## src/rtl/diff_demo_pkg.sv

```systemverilog
// Shared definitions for the write-back stream slice.
// Holds the write-back FSM state type, the default channel count, the
// partial-sum width and the partial-sum buffer depth.
package diff_demo_pkg;

  localparam int unsigned WB_CH_DEFAULT               = 6;
  localparam int unsigned PSUM_WIDTH                  = 16;
  localparam int unsigned FM_GUARD_GEN_PSUM_BUF_DEPTH = 16;

  typedef enum logic [2:0] {
    WB_IDLE,
    WB_FETCH,
    WB_LOAD,
    WB_EMIT,
    WB_DONE
  } wb_state_t;

endpackage

```

## src/rtl/wb_pick_first.sv

```systemverilog
// Priority picker: returns the highest set index of an N-bit mask.
// Ports:
//   mask     in  N   candidate mask
//   idx_c    out IW  highest set index (0 when mask is empty)
//   found_c  out 1   mask has at least one bit set
module wb_pick_first #(
  parameter int unsigned N  = 6,
  parameter int unsigned IW = (N > 1) ? $clog2(N) : 1
) (
  input  logic [N-1:0]  mask,
  output logic [IW-1:0] idx_c,
  output logic          found_c
);

  // Ascending scan: the last hit is the highest index.
  always_comb begin
    idx_c   = '0;
    found_c = 1'b0;
    for (int unsigned i = 0; i < N; i++) begin
      if (mask[i]) begin
        idx_c   = IW'(i);
        found_c = 1'b1;
      end
    end
  end

endmodule

```

## src/rtl/write_back_stream.sv

```systemverilog
// Write-back stage: reads CH-channel partial-sum words, applies ReLU and
// width reduction, and streams the non-zero results as zero-skipped bytes
// plus one guard mask per address per pass. Dense mode runs one pass;
// differential mode runs an 8-bit pass then a packed 4-bit pass.
// Build option: WB_SATURATE_EN clamps ReLU results to 2^DW-1, otherwise
// they are truncated to the low DW bits.
// Ports:
//   clk, rst                       clock, async active-high reset
//   ctrl_valid/ctrl_ready          job request / idle handshake
//   ctrl_finish                    one-cycle job-done pulse
//   stop_addr_i, is_diff_i         last address (inclusive), diff mode
//   rd_en, addr_o, data_i          buffer read port (1-cycle latency)
//   data_o/_valid/_ready           output byte stream
//   guard_o/_valid/_ready          guard mask stream
module write_back_stream #(
  parameter int unsigned CH         = diff_demo_pkg::WB_CH_DEFAULT,
  parameter int unsigned PSUM_WIDTH = diff_demo_pkg::PSUM_WIDTH,
  parameter int unsigned DW         = 8,
  parameter int unsigned AW         = $clog2(diff_demo_pkg::FM_GUARD_GEN_PSUM_BUF_DEPTH)
) (
  input  logic                     clk,
  input  logic                     rst,
  input  logic                     ctrl_valid,
  output logic                     ctrl_ready,
  output logic                     ctrl_finish,
  input  logic [AW-1:0]            stop_addr_i,
  input  logic                     is_diff_i,
  output logic                     rd_en,
  output logic [AW-1:0]            addr_o,
  input  logic [CH*PSUM_WIDTH-1:0] data_i,
  output logic [DW-1:0]            data_o,
  output logic                     data_o_valid,
  input  logic                     data_o_ready,
  output logic [CH-1:0]            guard_o,
  output logic                     guard_o_valid,
  input  logic                     guard_o_ready
);
  import diff_demo_pkg::*;

  localparam int unsigned IW = (CH > 1) ? $clog2(CH) : 1;
  localparam int unsigned NW = DW / 2;

  wb_state_t              state;
  logic [AW-1:0]          stop_q;
  logic                   diff_q;
  logic                   pass_q;
  logic [CH-1:0][DW-1:0]  v_q;
  logic [CH-1:0]          pend_q;
  logic [CH-1:0]          em_q;

  logic [CH-1:0][DW-1:0]  v_c;
  logic [CH-1:0][DW-1:0]  v_src_c;
  logic [CH-1:0]          guard_c;
  logic [CH-1:0]          mask_c;
  logic [CH-1:0]          clr1_c;
  logic [CH-1:0]          em_c;
  logic [IW-1:0]          idx1_c;
  logic [IW-1:0]          idx2_c;
  logic                   found1_c;
  logic                   found2_c;
  logic [DW-1:0]          byte_c;
  logic                   nibble_mode_c;
  logic                   data_hs_c;
  logic                   guard_hs_c;
  logic                   emit_done_c;

  // ReLU and reduction of each channel to DW bits.
  always_comb begin
    for (int unsigned i = 0; i < CH; i++) begin
      v_c[i] = '0;
      if (!data_i[i*PSUM_WIDTH + PSUM_WIDTH - 1]) begin
`ifdef WB_SATURATE_EN
        if (|data_i[i*PSUM_WIDTH + DW +: PSUM_WIDTH - 1 - DW]) begin
          v_c[i] = '1;
        end else begin
          v_c[i] = data_i[i*PSUM_WIDTH +: DW];
        end
`else
        v_c[i] = data_i[i*PSUM_WIDTH +: DW];
`endif
      end
    end
  end

  // Guard: which channels this pass emits.
  always_comb begin
    guard_c = '0;
    for (int unsigned i = 0; i < CH; i++) begin
      if (!diff_q) begin
        guard_c[i] = |v_c[i];
      end else if (!pass_q) begin
        guard_c[i] = |v_c[i][DW-1:NW];
      end else begin
        guard_c[i] = (|v_c[i][NW-1:0]) && !(|v_c[i][DW-1:NW]);
      end
    end
  end

  assign nibble_mode_c = diff_q & pass_q;
  assign data_hs_c     = data_o_valid & data_o_ready;
  assign guard_hs_c    = guard_o_valid & guard_o_ready;

  // Pending set for the next cycle: fresh guard on load, else minus what
  // was just accepted on the data side.
  always_comb begin
    if (state == WB_LOAD) begin
      mask_c  = guard_c;
      v_src_c = v_c;
    end else begin
      mask_c  = pend_q & ~(em_q & {CH{data_hs_c}});
      v_src_c = v_q;
    end
  end

  wb_pick_first #(.N(CH), .IW(IW)) u_pick_hi (
    .mask    (mask_c),
    .idx_c   (idx1_c),
    .found_c (found1_c)
  );

  assign clr1_c = mask_c & ~(CH'(found1_c) << idx1_c);

  wb_pick_first #(.N(CH), .IW(IW)) u_pick_lo (
    .mask    (clr1_c),
    .idx_c   (idx2_c),
    .found_c (found2_c)
  );

  // Next output byte and the channels it consumes.
  always_comb begin
    byte_c = '0;
    em_c   = '0;
    if (found1_c) begin
      em_c = CH'(1) << idx1_c;
      if (nibble_mode_c) begin
        byte_c[DW-1:NW] = v_src_c[idx1_c][NW-1:0];
      end else begin
        byte_c = v_src_c[idx1_c];
      end
    end
    if (nibble_mode_c && found2_c) begin
      em_c           = em_c | (CH'(1) << idx2_c);
      byte_c[NW-1:0] = v_src_c[idx2_c][NW-1:0];
    end
  end

  // Address finished once nothing is pending and the guard is (being) taken.
  assign emit_done_c = (mask_c == '0) && (!guard_o_valid || guard_o_ready);

  // Control FSM with registered outputs.
  always_ff @(posedge clk or posedge rst) begin
    if (rst) begin
      state         <= WB_IDLE;
      ctrl_ready    <= 1'b1;
      ctrl_finish   <= 1'b0;
      rd_en         <= 1'b0;
      addr_o        <= '0;
      data_o        <= '0;
      data_o_valid  <= 1'b0;
      guard_o       <= '0;
      guard_o_valid <= 1'b0;
      stop_q        <= '0;
      diff_q        <= 1'b0;
      pass_q        <= 1'b0;
      v_q           <= '0;
      pend_q        <= '0;
      em_q          <= '0;
    end else begin
      ctrl_finish <= 1'b0;
      rd_en       <= 1'b0;
      unique case (state)
        WB_IDLE: begin
          if (ctrl_valid) begin
            stop_q     <= stop_addr_i;
            diff_q     <= is_diff_i;
            pass_q     <= 1'b0;
            addr_o     <= '0;
            rd_en      <= 1'b1;
            ctrl_ready <= 1'b0;
            state      <= WB_FETCH;
          end
        end
        WB_FETCH: begin
          state <= WB_LOAD;
        end
        WB_LOAD: begin
          v_q           <= v_c;
          pend_q        <= mask_c;
          em_q          <= em_c;
          data_o        <= byte_c;
          data_o_valid  <= |mask_c;
          guard_o       <= guard_c;
          guard_o_valid <= 1'b1;
          state         <= WB_EMIT;
        end
        WB_EMIT: begin
          pend_q       <= mask_c;
          em_q         <= em_c;
          data_o       <= byte_c;
          data_o_valid <= |mask_c;
          if (guard_hs_c) begin
            guard_o_valid <= 1'b0;
          end
          if (emit_done_c) begin
            if (addr_o != stop_q) begin
              addr_o <= addr_o + AW'(1);
              rd_en  <= 1'b1;
              state  <= WB_FETCH;
            end else if (diff_q && !pass_q) begin
              pass_q <= 1'b1;
              addr_o <= '0;
              rd_en  <= 1'b1;
              state  <= WB_FETCH;
            end else begin
              ctrl_finish <= 1'b1;
              state       <= WB_DONE;
            end
          end
        end
        WB_DONE: begin
          ctrl_ready <= 1'b1;
          state      <= WB_IDLE;
        end
        default: begin
          state <= WB_IDLE;
        end
      endcase
    end
  end

endmodule
```

## config.mk

```make
export PLATFORM = sky130hd
export DESIGN_NAME = write_back_stream
export DESIGN_NICKNAME = d
export VERILOG_FILES = /design/src/rtl/diff_demo_pkg.sv /design/src/rtl/wb_pick_first.sv /design/src/rtl/write_back_stream.sv
export SDC_FILE = /design/constraint.sdc
export NUM_CORES = 1
export LEC_CHECK = 0
export ABC_AREA = 1
export ABC_CLOCK_PERIOD_IN_PS = 8060
export CAP_MARGIN = 10
export CORE_MARGIN = 2
export CORE_UTILIZATION = 35
export CTS_BUF_LIST = sky130_fd_sc_hd__clkbuf_4 sky130_fd_sc_hd__clkbuf_8 sky130_fd_sc_hd__clkbuf_16
export DETAILED_ROUTE_END_ITERATION = 16
export HOLD_SLACK_MARGIN = 0.1
export PLACE_DENSITY = 0.57
export SYNTH_ARGS = -nofsm -noshare
export SYNTH_HDL_FRONTEND = slang
export SYNTH_SLANG_ARGS = --single-unit
```

## constraint.sdc

```tcl
create_clock -name clk -period 8.06 [get_ports clk]
set_clock_uncertainty 0.2 [all_clocks]
set_input_delay 1.209 -clock clk [delete_from_list [all_inputs] [get_ports clk]]
set_output_delay 1.209 -clock clk [all_outputs]
set_load 0.05 [all_outputs]
```

# Word level (Yosys, flattened, before mapping)
# Index checks and enable logic that the tools add are counted.
totals:
  romBits: 0
  output_inout_bits: 23
  inputBits: 106
  n_memories: 0
  ramBits: 0
  latch_bits: 0
  reg_bits: 92
  wordCells: 174
classes:
  n_eq_ne: 11
  mux: 79
  n_addsub: 1
  n_shift: 3
  bitwise_logic: 9
  n_reduce_logical: 49
  n_lt_le_gt_ge: 2
  n_div: 0
  n_mul: 0
ops:
  columns: ["op", "n"]
  rows:
  - ["$mux 8", 8]
  - ["$bmux 8 s3", 2]
  - ["$mux 48", 1]
  - ["$reduce_or 4->1", 12]
  - ["$reduce_or 8->1", 6]
  - ["$mux 1", 39]
  - ["$mux 4", 8]
  - ["$mux 3", 8]
  - ["$and 6x6->6", 3]
  - ["$mux 6", 3]
  - ["$not 6->6", 2]
  - ["$pmux 3 s4", 1]
  - ["$shl 1x3->6 const A", 2]
  - ["$ne 2x2->1 const B", 5]
  - ["$logic_and 1x1->1", 9]
  - ["$logic_not 1->1", 8]
  - ["$lt 3x4->1 const B", 2]
  - ["$mux 2", 4]
  - ["$pmux 1 s2", 4]
  - ["$pmux 4 s2", 1]
  - ["$reduce_and 2->1", 4]
  - ["$eq 3x2->1 const B", 2]
  - ["$logic_not 6->1", 1]
  - ["$or 6x6->6", 1]
  - ["14 further kinds", 18]

# Longest topological paths before layout
# Gate-level depths: netlist of run 1.
depth:
  word_depth: 24
  mapped_depth: 21
  ltp_nobuf: 20

# Cells and area by module
# From an unflattened synthesis of run 1, not the netlist that was laid out.
unflattened:
  cells_unflattened: 686
  hier_area_um2: 5154.9
by_module_without_submodules:
  columns: ["mod", "instances", "area_each_um2", "seq_area_each_um2", "cells_per_inst"]
  rows:
  - ["write_back_stream", 1, 5047.3, 2303.5, 660]
  - ["wb_pick_first", 2, 53.8, 0.0, 13]

# Worst setup path after synthesis of run 1
# Ideal clock, no wire load.
synth_path:
  path_type: "input -> register"
  startpoint: "in data_i[95]"
  endpoint: "reg data_o[0]"
  path_slack_ns: 4.848
  stages: 20
  t_arrival_ns: 2.939
  required_ns: 7.787
  setup_ns: 0.073
  n_path_buf: 2
  cell_sequence: "inv_1 -> buf_2 -> o21ai_0 -> nand2_1 -> nand2_1 -> nand2_1 -> nand2_2 -> nand2_4 -> inv_4 -> nand2_4 -> nor2_8 -> nand2_4 -> nand2_4 -> nand2_2 -> nand2_1 -> buf_4 -> nand3_1 -> a21oi_1 -> nand2_1 -> a21oi_2"
synth_between:
  elab_chain_len: 19
  word_cells_on_any_way: 34
  classes_between: "shift (1); mux (25); bitwise (2); reduce/logical (6)"
synth_rtl:
  columns: ["item", "line_no", "source"]
  rows:
  - ["from (decl)", "write_back_stream.sv:30", "input logic [CH*PSUM_WIDTH-1:0] data_i,"]
  - ["$mux 8 *", "write_back_stream.sv:71", "if (!data_i[i*PSUM_WIDTH + PSUM_WIDTH - 1]) begin"]
  - ["$reduce_or 4->1", "write_back_stream.sv:92, write_back_stream.sv:94", null]
  - ["$logic_not 1->1", "write_back_stream.sv:94", "guard_c[i] = (|v_c[i][NW-1:0]) && !(|v_c[i][DW-1:NW]);"]
  - ["$logic_and 1x1->1", "write_back_stream.sv:94", null]
  - ["$mux 1", "write_back_stream.sv:91", "end else if (!pass_q) begin"]
  - ["$mux 1", "write_back_stream.sv:89", "if (!diff_q) begin"]
  - ["$mux 6", "write_back_stream.sv:106", "if (state == WB_LOAD) begin"]
  - ["$mux 1 / $mux 3 (equally long branches)", "wb_pick_first.sv:20", "if (mask[i]) begin"]
  - ["$shl 1x3->6", "write_back_stream.sv:121", "assign clr1_c = mask_c & ~(CH'(found1_c) << idx1_c);"]
  - ["$not 6->6", "write_back_stream.sv:121", null]
  - ["$and 6x6->6", "write_back_stream.sv:121", null]
  - ["$mux 1", "wb_pick_first.sv:20", null]
  - ["$mux 2 / $mux 1 (equally long branches) (2 in series)", "wb_pick_first.sv:20", null]
  - ["$mux 3 / $mux 1 (equally long branches) (2 in series)", "wb_pick_first.sv:20", null]
  - ["$bmux 8 s3 / $mux 1 (equally long branches)", "write_back_stream.sv:143, wb_pick_first.sv:20", null]
  - ["$mux 4 (implied by the code) / $logic_and 1x1->1 (equally long branches)", "write_back_stream.sv:143, write_back_stream.sv:141", null]
  - ["$mux 4 *", "write_back_stream.sv:141", "if (nibble_mode_c && found2_c) begin"]
  - ["to (signal assigned)", "write_back_stream.sv:190", "data_o <= byte_c;"]
  - ["to (signal assigned)", "write_back_stream.sv:199", "data_o <= byte_c;"]
  - ["to (decl)", "write_back_stream.sv:31", "output logic [DW-1:0] data_o,"]
# Every way passes the cells marked *; elsewhere a longest branch is shown, timed or not. The select of a mux whose other input is x is not followed.
# A chain may end at the register's enable or synchronous reset.

# Worst setup path after layout of run 1
layout_path:
  startpoint: "reg state[2]"
  endpoint: "reg data_o[3]"
layout_between:
  elab_chain_len: 19
  word_cells_on_any_way: 38
  classes_between: "eq/ne (2); shift (1); mux (31); bitwise (2); reduce/logical (2)"
layout_rtl:
  columns: ["item", "line_no", "source"]
  rows:
  - ["from (decl)", "write_back_stream.sv:43", "wb_state_t state;"]
  - ["from (signal assigned)", "write_back_stream.sv:153", "state <= WB_IDLE;"]
  - ["from (signal assigned)", "write_back_stream.sv:180", "state <= WB_FETCH;"]
  - ["from (signal assigned)", "write_back_stream.sv:184", "state <= WB_LOAD;"]
  - ["$eq 3x2->1", "write_back_stream.sv:106, write_back_stream.sv:171", null]
  - ["$mux 6", "write_back_stream.sv:106", null]
  - ["$mux 1 (6 in series)", "wb_pick_first.sv:20", null]
  - ["$shl 1x3->6", "write_back_stream.sv:121", null]
  - ["$not 6->6", "write_back_stream.sv:121", null]
  - ["$and 6x6->6", "write_back_stream.sv:121", null]
  - ["$mux 1", "wb_pick_first.sv:20", null]
  - ["$mux 2 / $mux 1 (equally long branches) (2 in series)", "wb_pick_first.sv:20", null]
  - ["$mux 3 / $mux 1 (equally long branches) (2 in series)", "wb_pick_first.sv:20", null]
  - ["$bmux 8 s3 / $mux 1 (equally long branches)", "write_back_stream.sv:143, wb_pick_first.sv:20", null]
  - ["$mux 4 (implied by the code) / $logic_and 1x1->1 (equally long branches)", "write_back_stream.sv:143, write_back_stream.sv:141", null]
  - ["$mux 4", "write_back_stream.sv:141", null]
# Parallel ways exist; a longest one is shown, timed or not. The select of a mux whose other input is x is not followed.

==> results of run 1 <==
-- through the flow --
step / area (um2) / util, % / hold slack (ns)
after floorplan: 5064 / - / 0.2450
after global placement: 6035 / 43.14 / 0.2645
after detailed placement: 6035 / 43.14 / 0.2655
after CTS: 6342 / 45.34 / 0.2823
after global routing: 6342 / 45.34 / 0.3104
final: 6342 / 45.34 / 0.2796
-- cells in the mapped netlist, types with 7 or more instances --
cell      number  area share [%]
nand2_2        7            0.86
nand2_4       12             2.7
clkbuf_1      14             1.0
nor2_1        22             1.6
nand3_1       44             4.3
o21ai_0       83             8.2
o211ai_1       9             1.3
inv_1         58             4.3
nand2_1      216              16
a21oi_1       23             2.3
dfrtp_1       91              45
inv_2          7            0.52
-- layer usage --
layer  vias to the layer above  routed length, um  track usage [%]
met5                         -                  0                0
met4                         0                152            4.693
met3                        13                731            3.995
met2                       115               6216            29.35
met1                      2093               6590            25.37
li1                       2314                  -                -
-- state kept, by name (all words and copies together) (netlist names) --
signal         cells
ctrl_finish        1
em_q               6
diff_q             1
pend_q             6
pass_q             1
v_q               48
data_o             8
state              3
guard_o            6
ctrl_ready         1
data_o_valid       1
addr_o             4
stop_q             4
rd_en              1
guard_o_valid      1
-- tightest hold or removal path, cell delays in order, from the launching register on --
cell and delay [ns]:
dfrtp_1 0.34, nand2_1 0.05, nand2_1 0.05
-- cell type report --
| cell class | instances | area share [%] |
|---|---|---|
| multi-input cells | 474 | 37.42 |
| clock inverters | 4 | 0.7497 |
| flip-flops and latches | 92 | 36.32 |
| repair buffers | 87 | 13.69 |
| inverters | 69 | 4.163 |
| well taps | 180 | 3.551 |
| clock buffers | 12 | 4.103 |
-- cell usage in the layout, fill, tap and decap left out, drive strengths merged, types with 5 or more instances in the layout --
cell type      instances
dfrtp                 91
clkinv                 6
clkbuf                12
a21oi                 29
clkdlybuf4s50         86
o21a                   5
nand3                 45
o211ai                10
nor2                  26
o21ai                 83
inv                   65
nand2                235
-- power by group --
part / switching (mW) / total, mW / internal [mW]
clock network: 0.171 / 0.431 / 0.259
registers: 0.0874 / 0.754 / 0.667
logic: 1.15 / 1.66 / 0.507
total: 1.41 / 2.84 / 1.43
-- how the worst min path moves through the flow --
| stage | from | to | slack (ns) |
|---|---|---|---|
| 2_1_floorplan | v_q[4] | v_q[4] | 0.24 |
| 3_5_place_dp | guard_o[1] | guard_o[1] | 0.27 |
| 6_report | data_o[4] | data_o[4] | 0.28 |
| 3_3_place_gp | pend_q[5] | pend_q[5] | 0.26 |
| 4_1_cts | pend_q[4] | pend_q[4] | 0.28 |
| 5_1_grt | guard_o[3] | guard_o[3] | 0.31 |
-- logic make-up after synthesis --
kind of cell	count (synthesis)	synth area share, %
xor+xnor	4	0.6918
buf+inv	94	7.635
fa+ha+maj	1	0.2471
flops	92	45.49
compound gates	149	17.42
simple gates	320	28.52
==> results.txt, run 1 <==
Clock tree synthesis selected as its root buffer the cell clkbuf_16. The cell row count is 43. The run finished with clean final reports. Measured along the x axis, the die boundary spans 124.3 um.

In this run the deepest clock path goes through 2 buffers. The kind of cell with the highest combined delay along the critical path is simple AND/OR/NAND/NOR gates. The clock drives 92 sinks.

The first TritonRoute pass finished after 5 iterations. Summing all flip-flop and latch instances after layout gives 2303 um2. The run gives 46 as the number of unique standard cell types used by synthesis. The tools report the endpoint of the worst setup timing path as data_o[3].

The hold path depth was 2; the final setup TNS was 0 ns. Startpoint class of the critical path: a register. The via count is 4535. The logs give 0 for the hold violation total from the final report and 289 for the starting DRC count in detailed routing.

Leaving out filler cells and counting taps, the final layout contains 918. Dividing the detail-routed wire length by the instance count gives 14.91 um. Headroom to the max-slew limit came out at 45.83%.

For this run, the slowest stage of the critical path takes 0.57 ns. Tracing the worst setup path back leads to its startpoint at state[2]. Number of antenna violations at the first check in global routing: 0. The buffers inserted during post-CTS setup optimization was 0. The number of cells on the worst reg-to-reg path was 17; the worst-case vdd ir drop was 0.2178 mV.

The number of maximum-capacitance violations is 0, and the post-cts repair resize count is 0. For the highest attainable clock frequency, the log shows 235.6 MHz. The arrival time of data at the critical path endpoint was 4.31 ns; the via-per-instance ratio was 4.940. In the routed design, unresolved DRC markers number 0. The tools report the wire length reported by the detailed router as 13690 um. Counting flops with an async set or reset pin after synthesis yields a share of 100.0%. Power spread over the standard cell area amounts to 448.0 nW/um2. The critical path contains buffers and inverters numbering 3 combined.

At the pin with the least slew margin, the transition time is 0.8125 ns. The run gives 129 as the count of pins on the block boundary. In this run, CTS created clock tree buffers numbering 9. The logs give 0 for the number of nets still failing antenna checks after routing and 22670 um for the global-route wire length before repair. After the last flow step, the layout net total stands at 840. The number of failing setup endpoints in the final timing report is 0, and the CTS H-tree depth is 3. For the worst-skew pair, the clock arrives at the later sink with an insertion delay of 0.35 ns.

TritonCTS built the clock tree. The fraction of final layout cells sized beyond drive strength 1 was 8.537%; the number of port buffers was 86. In the finished design, the share of the clock period the worst path needs comes to 52.67%. The run gives 3.82 ns as the flop-to-flop setup slack. In the synthesized netlist, the number of instances is 660. The die covers 15450 um2. The type of destination of the critical path was a register.

The height of the die works out to 124.3 um. In this run the cell area of the synthesized design comes to 5064 um2. 0 antenna diodes ended up in the layout. At the placement stage, the worst setup path has a slack of 3.641 ns. For the via count of the first global-routing pass, the log shows 4455. In this run the worst path has a maximum fanout of 87. The clock period could shrink to 4.245 ns.

The worst register-to-register path begins at state[2]. The required arrival time at the worst endpoint is 8.13 ns. The total overflow reported by the global router was 0.

The Yosys step of the flow raised 0 warnings. The logic depth of the worst setup path including buffers came out at 17. The clock-pin transition on the worst setup and hold timing paths came out at 0.06 ns. Counting tap cells, the placed design contains a total of 902 instances. After legalization and detailed placement, the total HPWL measured 10360 um. The final count of pins violating max slew came out at 0. The signal on the critical path passes through nor2_4 -> nand2_4 -> inv_2 -> nor3_1 -> inv_1 -> nand2_4 -> nor2_4 -> nor2_8 -> nand2_4 -> nand2_4 -> nand2_2 -> nand2_1 -> inv_1 -> nand3_1 -> nand3_1 -> nand2_1 -> a21oi_1.

The most numerous cell type found on the critical path is nand2_4. Entering global routing, the biggest net connects 88 pins. The analysis attributes to cell leakage a power of 3.033 nW. The net count after synthesis came out at 767. Layout overhead on the synthesized area: 25.25%.

The worst hold path belongs to the class register to register. The number of hold buffers added after CTS was 0. Number of flip-flops and latches in the synthesized netlist: 92.

The logs give 2374 um2 for the multi-input logic area and 3.815 ns for the final critical-path setup slack. The run gives 18.35% as the combined global-route utilization of all metal layers. A synthesized cell averages 7.672 um2. The initial core utilization came out at 36.20%. The worst setup path is of the register to register kind. The worst register-to-register path ends at data_o[3]. The synthesized design contains 0 enable-type register cells. Summing the sequential cell areas from Yosys gives 45.49% of the chip area. For this design, the slowest cell found on the critical path is nand2_4. Routability-driven placement finished with a final weighted congestion of 0.8754.

The most used flip-flop cell after synthesis is dfrtp_1. After layout, the design draws a total of 2.841 mW. For the area of the core, the log shows 13990 um2. The filler cells instantiated in the layout total 1445. Setup repair after global routing left no endpoint under its margin.
Power figures use the tool's default switching activity.
==> run 2: changes to the inputs <==
Settings changed: ABC_CLOCK_PERIOD_IN_PS 8060 to 3500, PLACE_DENSITY 0.57 to 0.6.
Clock period 8.06 ns to 3.5 ns, I/O delays scaled along.
==> results.txt, run 2 (synthesis gave the netlist of run 1 again) <==
The global-route met3 utilization is 3.651% (-0.34 points), and the post-place instance area is 6217 um2 (+3.0%). The total overflow reported by the global router is 0 (unchanged), and the count of pins on the block boundary is 129 (unchanged). The tools report the estimated wirelength of the detail-placed design as 10900 um (+5.2%). Met1 demand-to-capacity share in global routing: 25.59% (+0.22 points). The transition time of the tightest slew-check pin works out to 0.6945 ns (-0.1180 ns). Counting flops per register, the top entry is v_q. The tools report the final setup TNS as 0 ns (unchanged). The flip-flop count of the largest register, all copies and words added works out to 48 (unchanged). The number of nets still failing antenna checks after routing is 0 (unchanged), and the buffers inserted during post-CTS setup optimization is 0 (unchanged). The latest clock arrival within the worst-skew pair came out at 0.35 ns (about the same).

The top cell types in the final layout, fill and taps aside, are 216 x nand2_1, 91 x dfrtp_1, 86 x clkdlybuf4s50_1, 83 x o21ai_0, 57 x inv_1. The tools report the root buffer cell as clkbuf_16. Clock-pin transition on the worst setup and hold timing paths: 0.06 ns (about the same). The post-route minimum period works out to 3.110 ns. The tools report the number of maximum-capacitance violations as 0 (unchanged).

TritonCTS built the clock tree. The run gives 2374 um2 (unchanged) as the multi-input logic area. Post-cts repair resize count: 0 (unchanged). STA classifies the critical path startpoint as an input pin. The worst path uses 88.86% of the clock period. The number of failing setup endpoints in the final timing report came out at 0 (unchanged).

The register area is 2303 um2 (unchanged). The largest registers in the layout are v_q x48, data_o x8. The fraction of the core area covered by cells at the end of the flow is 46.68% (+1.3 points), and the fraction of met2 tracks used by global routing is 31.69% (+2.3 points). For the combined global-route utilization of all metal layers, the log shows 19.31% (+0.96 points). The worst slack at placement came out at 0.05805 ns (-3.583 ns). The logs give 15450 um2 (unchanged) for the die area and 2 (unchanged) for the buffer levels on the longest clock path. The required arrival time at the worst endpoint came out at 3.58 ns (-4.55 ns). The run finished with clean final reports.

The tools report the portion of total power attributed to sequential cells as 25.4% (-1.2 points). The type of destination of the critical path is a register. The share of power burned in combinational logic was 59.9% (+1.6 points).

Setup repair after global routing left no endpoint under its margin. The via count is 4671 (+3.0%). The initial core utilization is 36.20% (unchanged). The number of antenna violations at the first check in global routing is 0 (unchanged), and the via-per-instance ratio is 4.974 (+0.70%). The pin count of the biggest net entering global routing is 56 (-36%).

The number of port buffers came out at 86 (unchanged). The wire length reported by the detailed router is 14290 um (+4.4%). X dimension of the die: 124.3 um (unchanged). The final net count was 861 (+2.5%). The total power density per cell area works out to 1047 nW/um2 (+130%). met2 is the most crowded layer. The global-route wire length before repair was 23880 um (+5.4%); the worst relative slew slack was 53.64% (+7.8 points). The mean routed wirelength per cell is 15.22 um (+2.0%). Area of the core: 13990 um2 (unchanged).

The layout overhead on the synthesized area is 28.96%. The kind of critical path was input pin to register. The total number of clock tree sinks was 92 (unchanged). Leaving out fill and tap cells, the most frequent cell in the layout is nand2_1.

Based on the critical path, the design can be clocked at up to 321.5 MHz. The logs give 9 (unchanged) for the TritonCTS buffer count and 3.140 nW (+3.5%) for the static power due to leakage. Cell row count: 43 (unchanged).

The arrival time of data at the critical path endpoint came out at 3.19 ns (-1.12 ns). The routability-driven placement congestion ratio came out at 0.8865 (+1.3%). The number of inserted diodes is 0 (unchanged). For the overall power, the log shows 6.837 mW (+140%).

In this run the worst hold path is classified as register to register. The via count of the first global-routing pass came out at 4726 (+6.1%). The fraction of final layout cells sized beyond drive strength 1 was 11.07% (+2.5 points); the CTS H-tree depth was 3 (unchanged).

For the final non-filler cell total, the log shows 939 (+2.3%). The height of the die is 124.3 um (unchanged). The final standard cell area without fillers is 6530 um2 (+3.0%). The detailed-routing iteration count for the pre-antenna-repair pass was 4 (-1); the final count of pins violating max slew was 0 (unchanged). For the worst slack on hold paths, the log shows 0.2836 ns (+0.003953 ns). The worst-case vdd ir drop was 0.3956 mV (+82%); the part of the power in the clock network was 14.8% (-0.4 points). Number of buffers inserted by hold repair at cts: 0 (unchanged).

The share of total power consumed by net switching was 48.59% (-0.96 points). The run gives 0.3900 ns (-3.425 ns) as the final critical-path setup slack. The starting DRC count in detailed routing was 295 (+2.1%); the cell internal power dissipation was 3.515 mW (+150%). The total instance count after detailed placement came out at 923 (+2.3%). For the hold violation total from the final report, the log shows 0 (unchanged). The logs give 1431 (-0.97%) for the layout filler cell count and 3.322 mW (+140%) for the switching power total.

The maximum fanout count along the critical path is 12 (-86%), and the DRC violation count after routing is 0 (unchanged).
## run 2: cell types whose count changed in the layout (fill, tap and decap cells not counted)
cell	change
buf_12	+2
buf_4	+19
clkbuf_4	+1
clkinv_2	-2
clkinvlp_4	+1
## run 2: per-layer routing
layer	vias up	part of all wire, %
met1	2169	46
met4	0	2.0
met2	122	47
met3	20	5.1
met5	-	0
li1	2360	-
## run 2: final timing paths
check / slack [ns] / start / to / cells past startpoint
worst min register to register: 0.28 / guard_o[3] / guard_o[3] / 2
min in group asynchronous: 0.40 / rst / guard_o[1] / 2
worst max register to register: 0.48 / diff_q / data_o[3] / 18
max in group asynchronous: 1.96 / rst / ctrl_ready / 3
worst max-delay path: 0.39 / data_i[63] / data_o[3] / 18
worst min-delay path: 0.28 / guard_o[3] / guard_o[3] / 2
## run 2: power groups by stage
stage | Combinational [mW] | Sequential [mW] | Clock (mW)
final | 4.09 | 1.74 | 1.01
after floorplan | 2.46 | 2.07 | 0
after detailed placement | 4.07 | 1.76 | 0
after global placement | 4.04 | 1.74 | 0
after CTS | 4.09 | 1.74 | 1.04
after global routing | 4.52 | 1.79 | 1.07
## run 2: final cells by class
type / count / area share, %
multi-input combinational: 474 / 36.35
sequential: 92 / 35.27
timing repair buffer: 108 / 16.10
clock buffer: 13 / 4.100
inverter: 69 / 4.043
tap: 180 / 3.449
clock inverter: 3 / 0.6898
## run 2: critical path: stages
cell	delay, ns
clkdlybuf4s50_1	0.40
inv_1	0.25
o21ai_0	0.20
nand2_1	0.12
a21oi_2	0.06
nand2_2	0.15
nand2_4	0.09
nor2_4	0.22
nor2_8	0.09
nand2_4	0.13
nand2_4	0.10
nand2_2	0.07
nand2_1	0.16
inv_1	0.20
nand3_1	0.11
nand3_1	0.09
nand2_1	0.08
a21oi_1	0.12
